File: config.mk
export PLATFORM = sky130hd
export DESIGN_NAME = lfsr_run_ctrl
export DESIGN_NICKNAME = d
export VERILOG_FILES = /design/src/rtl/lfsr_run_ctrl.sv
export SDC_FILE = /design/constraint.sdc
export NUM_CORES = 1
export LEC_CHECK = 0
export CORE_MARGIN = 2
export CORE_UTILIZATION = 51
export DETAILED_ROUTE_END_ITERATION = 8
export PLACE_DENSITY_LB_ADDON = 0.3
export REMOVE_ABC_BUFFERS = 1
export SLEW_MARGIN = 30
export SYNTH_ARGS = -nofsm -noshare
export SYNTH_HDL_FRONTEND = slang
export SYNTH_SLANG_ARGS = --single-unit
File: constraint.sdc
create_clock -name clk -period 4.1 [get_ports clk]
set_input_delay 1.025 -clock clk [delete_from_list [all_inputs] [get_ports clk]]
set_output_delay 1.025 -clock clk [all_outputs]
set_load 0.05 [all_outputs]
File: src/rtl/lfsr_run_ctrl.sv
// Run sequencer for the 4-bit mode-selectable LFSR: clear window, timed run, result/signature capture.
// Optional macro LFSR_RUN_CTRL_RUNCOUNT_EN adds a saturating count of completed runs (run_count).
module lfsr_run_ctrl #(
    parameter int DATA_W       = 4,
    parameter int LEN_W        = 8,
    parameter int CLEAR_CYCLES = 2
) (
    input  logic              clk,
    input  logic              rst_n,
    input  logic              start,
    input  logic              abort,
    input  logic [2:0]        mode,
    input  logic [LEN_W-1:0]  len,
    input  logic [DATA_W-1:0] lfsr_q,
    output logic              lfsr_rst,
    output logic [2:0]        lfsr_mod,
    output logic              busy,
    output logic              done,
    output logic              aborted,
    output logic [DATA_W-1:0] result,
    output logic [DATA_W-1:0] sig
`ifdef LFSR_RUN_CTRL_RUNCOUNT_EN
    ,
    output logic [7:0]        run_count
`endif
);

    // Counter must hold both the clear window (up to 15) and a full run length.
    localparam int CNT_W = (LEN_W > 4) ? LEN_W : 4;
    localparam logic [CNT_W-1:0] CLR_LOAD = CNT_W'(CLEAR_CYCLES - 1);

    localparam logic [1:0] S_IDLE  = 2'd0;
    localparam logic [1:0] S_CLEAR = 2'd1;
    localparam logic [1:0] S_RUN   = 2'd2;
    localparam logic [1:0] S_DONE  = 2'd3;

    logic [1:0]       state, state_d;
    logic [CNT_W-1:0] cnt, cnt_d;
    logic [LEN_W-1:0] len_q;
    logic             accept;
    logic             abort_take;
    logic             run_step;
    logic             last_run;

    always_comb begin
        state_d    = state;
        cnt_d      = cnt;
        accept     = 1'b0;
        abort_take = 1'b0;
        last_run   = 1'b0;
        case (state)
            S_IDLE: begin
                if (start) begin
                    accept = 1'b1;
                    if (len == '0) begin
                        state_d = S_DONE;
                        cnt_d   = '0;
                    end else begin
                        state_d = S_CLEAR;
                        cnt_d   = CLR_LOAD;
                    end
                end
            end
            S_CLEAR: begin
                if (abort) begin
                    abort_take = 1'b1;
                    state_d    = S_IDLE;
                    cnt_d      = '0;
                end else if (cnt == '0) begin
                    state_d = S_RUN;
                    cnt_d   = CNT_W'(len_q) - CNT_W'(1);
                end else begin
                    cnt_d = cnt - CNT_W'(1);
                end
            end
            S_RUN: begin
                if (abort) begin
                    abort_take = 1'b1;
                    state_d    = S_IDLE;
                    cnt_d      = '0;
                end else if (cnt == '0) begin
                    last_run = 1'b1;
                    state_d  = S_DONE;
                end else begin
                    cnt_d = cnt - CNT_W'(1);
                end
            end
            S_DONE: begin
                state_d = S_IDLE;
            end
            default: begin
                state_d = S_IDLE;
                cnt_d   = '0;
            end
        endcase
    end

    // An abort in the final RUN cycle wins: no signature or result update.
    assign run_step = (state == S_RUN) && !abort;

    // Strobes are flopped from the next state so the LFSR reset line is glitch-free.
    always_ff @(posedge clk or negedge rst_n) begin
        if (!rst_n) begin
            state    <= S_IDLE;
            cnt      <= '0;
            lfsr_rst <= 1'b1;
            busy     <= 1'b0;
            done     <= 1'b0;
            aborted  <= 1'b0;
        end else begin
            state    <= state_d;
            cnt      <= cnt_d;
            lfsr_rst <= (state_d != S_RUN);
            busy     <= (state_d == S_CLEAR) || (state_d == S_RUN);
            done     <= (state_d == S_DONE);
            aborted  <= abort_take;
        end
    end

    always_ff @(posedge clk or negedge rst_n) begin
        if (!rst_n) begin
            lfsr_mod <= 3'd0;
            len_q    <= '0;
            result   <= '0;
            sig      <= '0;
        end else if (accept) begin
            lfsr_mod <= mode;
            len_q    <= len;
            sig      <= '0;
            if (len == '0) begin
                result <= '0;
            end
        end else if (run_step) begin
            sig <= {sig[DATA_W-2:0], sig[DATA_W-1]} ^ lfsr_q;
            if (last_run) begin
                result <= lfsr_q;
            end
        end
    end

`ifdef LFSR_RUN_CTRL_RUNCOUNT_EN
    always_ff @(posedge clk or negedge rst_n) begin
        if (!rst_n) begin
            run_count <= 8'd0;
        end else if (state == S_DONE && run_count != 8'hFF) begin
            run_count <= run_count + 8'd1;
        end
    end
`endif

endmodule

=== Word level (Yosys, flattened, before mapping) ===
Cells that the tools add are included.

* Bits in registers: 33
* Input port bits: 19
* Output and inout port bits: 15

* $add $sub $neg: 2
* Equality and inequality tests: 10
* Mux-type cells: 27
* Bitwise gates (word level): 1
* Reduce and logical (&&, ||, !) cells: 12

{| class="wikitable"
|+ Operators by type and width
! operator !! count
|-
| $mux 8 || 5
|-
| $mux 4 || 6
|-
| $pmux 8 s3 || 1
|-
| $logic_not 8->1 || 2
|-
| $sub 8x1->8 const B || 2
|-
| $mux 2 || 6
|-
| $eq 2x2->1 const B || 4
|-
| $mux 1 || 8
|-
| $pmux 2 s4 || 1
|-
| $reduce_and 3->1 || 2
|-
| $eq 2x1->1 const B || 2
|-
| $ne 2x2->1 const B || 2
|-
| $reduce_bool 2->1 || 2
|-
| $xor 4x4->4 || 1
|-
| $ne 3x3->1 const B || 1
|-
| $reduce_bool 3->1 || 1
|-
| $logic_not 2->1 || 1
|-
| $ne 2x1->1 const B || 1
|-
| $reduce_or 2->1 || 1
|-
| $logic_and 1x1->1 || 1
|-
| $logic_not 1->1 || 1
|-
| $logic_or 1x1->1 || 1
|}

=== Depth between registers and ports, before layout ===
* Depth in word-level cells: 7
* Depth in mapped cells: 9
* Mapped depth without buffers: 8

=== Worst setup path after synthesis ===
Ideal clock, no wire load.

* Path type: input to register
* Start: input port start
* End: register cnt[2]
* Library setup time: 0.121 ns
* Arrival time: 2.065 ns
* Slack: 1.914 ns
* Cell stages on the path: 5
* Path through: inv_1 > a21oi_1 > a21boi_1 > nand2_1 > a22o_1

* Cells in the longest elaborated chain, start to end: 2

{| class="wikitable"
|+ RTL lines
! what !! line !! text
|-
| start, declared || 10 || <nowiki>input logic start,</nowiki>
|-
| $ne 2x2->1 (no source line) || n/a ||
|-
| $reduce_and 3->1 (no source line) || n/a ||
|-
| end signal, assigned || 112 || <nowiki>cnt <= cnt_d;</nowiki>
|-
| end, declared || 38 || <nowiki>logic [CNT_W-1:0] cnt, cnt_d;</nowiki>
|}

Every way passes these cells.
A chain may end at the register's enable or synchronous reset.

=== Worst setup path in the final report ===
Ends and elaborated chain as after synthesis.

==> out/results.txt <==
# clock sinks: 33
Die Wd: 65.21 um
first-pass GRT wire length: 7417 um
crit-path max FO: 7
clock buffer depth: 2
sw frac: 0.4646
unrepaired setup endpoints after global routing: no
Filler Cells Inserted: 306
Netlist cell types: 47
wirelength, routed: 4245 um
DRT Pass-1 Iters: 4
register area share after synthesis: 0.4329
Post-DRT Antenna Nets: 0
P_sw: 0.9186 mW
WS Path Type: in2reg
TritonCTS clock tree: done
Power Dens Cells: 826.5 mW/mm2
initial antenna violation count: 0
post-synth top area cell: dfrtp_1
final setup fails: 0
most frequent cells after synthesis: 44 x nand2_1, 32 x dfrtp_1, 22 x o21ai_0, 11 x inv_1
Tightest Pin Transition: 0.7712 ns
vias in the first global route: 1565
CTS Root Cell: clkbuf_8
Startpoint Class: input port
# IOs: 34
final worst path period need: 2.721 ns
Worst-Skew Late Latency: 0.28 ns
Final period util: 0.6636
DRC violations left: 0
Synth Instances: 214
layout cells sized above 1: 0.06855
layout net count: 276
core area: 0.003633 mm2
routability cong.: 0.9030
skew final: 0.004751 ns
max frequency: 0.3675 GHz
H-tree Lvls: 2
P&R area growth vs syn: 25.21%
met2 Usage GRT: 0.3559
Avg WL per Cell: 14.34 um
GR peak layer: met2
Clock power frac: 0.159
Total Routing Usage GR: 0.2264
Placed Area: 0.002276 mm2
initial core utilization: 0.5258
I/O Buffers: 33
P_leak: 1.047 nW
Worst Path Arrival: 2.89 ns
number of synthesized flops with an enable pin: 0
Int Pwr: 1.059 mW
total CTS buffers: 5
Final Max Tran Viols: 0
average instance area after synthesis: 8.928 um2
Worst Path Required: 4.27 ns
async set-reset flop share out of synthesis: 1.000
Overflow after GRT: 0
most numerous cell in the Yosys netlist: nand2_1
max_cap viols: 0
Die H: 65.21 um
routing usage on met1: 0.3068
met3 Use GR: 0.05479
share of the synthesized area in the top cell type: 0.4191
antenna diode count: 0
HPWL Detailed: 3039 um
top cells by area, synth: dfrtp_1 42%, nand2_1 8.6%, ha_1 6.5%
CP endpoint kind: register
FP Rows: 22
Comb pwr share: 0.556
Vias: 1668
setup bufs post-CTS: 0
largest net degree at the start of global routing: 34
Final Cell Area: 0.002392 mm2
Die Area: 0.004252 mm2
status: finished clean
Iter 0 DRT Violations: 106
Slew headroom: 0.4848
post-cts resize count: 0
hold slack final: 0.4901 ns
Max VDD drop: 0.4308 mV
sequential share of power: 0.285
ys flop type: dfrtp_1
cts hold-fix bufs: 0
Post-Layout Cell Count: 296
Final Hold Fails: 0
min-delay worst type: reg2reg
Overall Power: 1.977 mW
placed insts: 288
setup_tns: 0 ns
Vias/cell: 5.635
flop and latch count out of synthesis: 33
Ys Warns: 0
Clock transition at path regs: 0.07 ns
Mapped Area: 0.001911 mm2
worst paths after layout:
path / from / end / slack, ns / cells past startpoint
max: start / cnt[2]$_DFFE_PN0P_ / 1.38 / 6
min reg2reg: lfsr_mod[0]$_DFFE_PN0P_ / lfsr_mod[0]$_DFFE_PN0P_ / 0.49 / 2
max in group asynchronous: rst_n / lfsr_rst$_DFF_PN1_ / 2.63 / 2
min: lfsr_mod[0]$_DFFE_PN0P_ / lfsr_mod[0]$_DFFE_PN0P_ / 0.49 / 2
min in group asynchronous: rst_n / aborted$_DFF_PN0_ / 1.14 / 2
max reg2reg: cnt[0]$_DFFE_PN0P_ / done$_DFF_PN0_ / 1.69 / 8
routing by layer:
metal | routed length [um] | vias to the layer above
met2 | 1980 | 45
met3 | 201 | 9
met5 | 0 | -
met1 | 1988 | 796
met4 | 74 | 0
li1 | - | 818
layout by cell type (no fill, tap or decap), types with 6 or more instances in the layout:
cell | synthesis | final
ha_1 | 10 | 10
o21ai_0 | 22 | 22
clkbuf_8 | 0 | 6
inv_1 | 11 | 11
nor3_1 | 6 | 6
nand2_1 | 44 | 44
xnor2_1 | 7 | 7
dfrtp_1 | 32 | 32
clkdlybuf4s50_1 | 0 | 33
nor2_1 | 10 | 10
power by group through the flow:
stage	logic, mW	registers [mW]	clock network, mW
3_3_place_gp	1.07	0.562	0
3_5_place_dp	1.09	0.564	0
2_1_floorplan	0.631	0.717	0
5_1_grt	1.21	0.581	0.335
6_report	1.10	0.564	0.315
4_1_cts	1.10	0.561	0.322
cell families after synthesis:
group                    synth area share
AND/OR/NAND/NOR                    0.2377
AO/OA/AOI/OAI                      0.1840
flip-flops                         0.4329
buffers and inverters             0.03864
adder cells (fa/ha/maj)           0.06549
XOR/XNOR                          0.04126
critical path: stages:
cell and delay (ns):
clkdlybuf4s50_1 0.56, inv_1 0.07, a21oi_1 0.46, a21boi_1 0.46
nand2_1 0.09, a22o_1 0.24
through the flow:
| stage | util | setup WS (ns) |
|---|---|---|
| floorplan | - | 1.914 |
| global placement | 0.6264 | 1.140 |
| detailed placement | 0.6264 | 1.134 |
| CTS | 0.6584 | 1.412 |
| global route | 0.6584 | 1.255 |
| finish | 0.6584 | 1.379 |
sequential cells by signal (all words and copies together), names as in the netlist:
| register | cells |
|---|---|
| result | 4 |
| lfsr_mod | 3 |
| len_q | 8 |
| done | 1 |
| busy | 1 |
| state | 2 |
| sig | 4 |
| lfsr_rst | 1 |
| aborted | 1 |
| cnt | 8 |
layout make-up:
class | count | area (um2) | share of cell area
Inverter | 11 | 41.29 | 0.01726
Sequential cell | 33 | 827.0 | 0.3457
Clock inverter | 1 | 30.03 | 0.01255
Tap cell | 48 | 60.06 | 0.02510
Timing Repair Buffer | 34 | 337.8 | 0.1412
Multi-Input combinational cell | 162 | 1010 | 0.4221
Clock buffer | 7 | 86.33 | 0.03609
(Power assumes the default switching activity.)
==> variant: new RTL, same settings <==
Build with the macro `LFSR_RUN_CTRL_RUNCOUNT_EN` defined.
--- a/src/rtl/lfsr_run_ctrl.sv
+++ b/src/rtl/lfsr_run_ctrl.sv
@@ -1,5 +1,7 @@
 // Run sequencer for the 4-bit mode-selectable LFSR: clear window, timed run, result/signature capture.
 // Optional macro LFSR_RUN_CTRL_RUNCOUNT_EN adds a saturating count of completed runs (run_count).
+`define LFSR_RUN_CTRL_RUNCOUNT_EN
+
 module lfsr_run_ctrl #(
     parameter int DATA_W       = 4,
     parameter int LEN_W        = 8,
Formal check against the unedited RTL (old outputs only; new: run_count): equivalent (equiv_simple and equiv_induct, registers matched by name and starting in step).
==> variant against the original RTL <==
  * Total power up 12%
  * Final cell count up 12%
  * Final area up 16%
  * Wire length up 12%
  * Worst hold slack worse by 0.0030 ns
  * Core utilization down 1.2 points
  * Largest cell class unchanged
  * Clock skew up 0.0021 ns
  * Area after synthesis up 17%
  * Die area up 16%
  * Worst setup slack worse by 0.024 ns
  * Sequential cell count up 8
==> variant: results (changes against the original RTL) <==
stage;metric;value;unit;change
layout;FILL cells;364;;was 306
layout;Final nets;307;;was 276
outcome;status;completed;;unchanged
power_and_ir_drop;Clock Power Share;0.132;;was 0.159
logic_synthesis;mux cell area share after synthesis;0.005056;;was 0
setup_path;CP delay by family, top;simple AND/OR/NAND/NOR gates;;was compound AO/OA/AOI/OAI gates
global_routing;vias in the first global route;1692;;was 1,565
global_routing;GRT Total Usage;0.2053;;was 0.2264
logic_synthesis;post-synthesis sequential area ratio;0.4612;;was 0.4329
setup_path;reg2reg path depth;9;;was 8
logic_synthesis;Synth Area in Adders;0.05618;;was 0.06549
setup_path;Critical Path Fanout Max;3;;was 7
routing;DR vias;1864;;was 1,668
routing;Routed WL per cell;14.33;µm;was 14.34 µm
setup_path;Critical Path Slowest Stage Cell;or4_1;;was clkdlybuf4s50_1
timing;Worst Tran Pin Value;0.7366;ns;was 0.7712 ns
setup_path;Setup crit start;len[5];;was start
layout;Largest regs;cnt x8, len_q x8, run_count x8;;was cnt x8, len_q x8
logic_synthesis;Synth Area in XOR/XNOR;0.06292;;was 0.04126
logic_synthesis;Synth area leaders;dfrtp_1 45%, nand2_1 8.4%, ha_1 5.6%;;was dfrtp_1 42%, nand2_1 8.6%, ha_1 6.5%
power_and_ir_drop;comb pwr;0.00122;W;was 0.00110 W
logic_synthesis;distinct cell type count after synthesis;49;;was 47
placed_design;Cells after DPL;323;;was 288
setup_path;CP arrival;2.98;ns;was 2.89 ns
placed_design;Detail Placement HPWL;3.462;mm;was 3.039 mm
setup_path;R2R Setup Slk;1.40;ns;was 1.69 ns
variant: cell types whose count changed after synthesis, moves of 3 or more:
cell | unedited run | this run
or4_1 | 0 | 5
o31ai_1 | 1 | 4
xor2_1 | 2 | 5
xnor2_1 | 7 | 11
dfrtp_1 | 32 | 40
o21ai_0 | 22 | 14
a22o_1 | 1 | 4
nand2_1 | 44 | 50
variant: cell families (layout without fill, tap and decap cells):
family                   count (synthesis)  in the layout
adder cells (fa/ha/maj)                 10             10
XOR/XNOR                                16             16
multiplexers                             1              1
AND/OR/NAND/NOR                         97             97
buffers and inverters                   16             59
flip-flops                              41             41
AO/OA/AOI/OAI                           55             55
variant: through the flow:
| stage | hold WS [ns] | worst slack [ns] | instance area [µm²] | util | total power [W] |
|---|---|---|---|---|---|
| detailed placement | 0.4669 | 1.059 | 2670 | 0.6218 | 0.001913 |
| floorplan | 0.4655 | 1.622 | 2192 | - | 0.001553 |
| CTS | 0.4918 | 1.369 | 2771 | 0.6454 | 0.002211 |
| finish | 0.4871 | 1.355 | 2774 | 0.6460 | 0.002210 |
| global route | 0.5281 | 1.203 | 2774 | 0.6460 | 0.002365 |
| global placement | 0.4588 | 1.134 | 2670 | 0.6218 | 0.001898 |
variant: layout make-up:
class / count / area share
Clock inverter: 1 / 0.001804
Sequential cell: 41 / 0.3703
Tap cell: 52 / 0.02346
Clock buffer: 7 / 0.03473
Multi-Input combinational cell: 179 / 0.4078
Timing Repair Buffer: 42 / 0.1498
Inverter: 9 / 0.01218
variant: worst min-delay path: stages, from the launching register on:
cell and delay (ns):
dfrtp_1 0.35, nand2_1 0.05, nand2_1 0.05
variant: layer usage:
metal | GRT usage | wire [µm]
met1 | 0.2854 | 2244
met2 | 0.3143 | 2173
met3 | 0.05339 | 270
met4 | 0.06838 | 55
met5 | 0 | 0
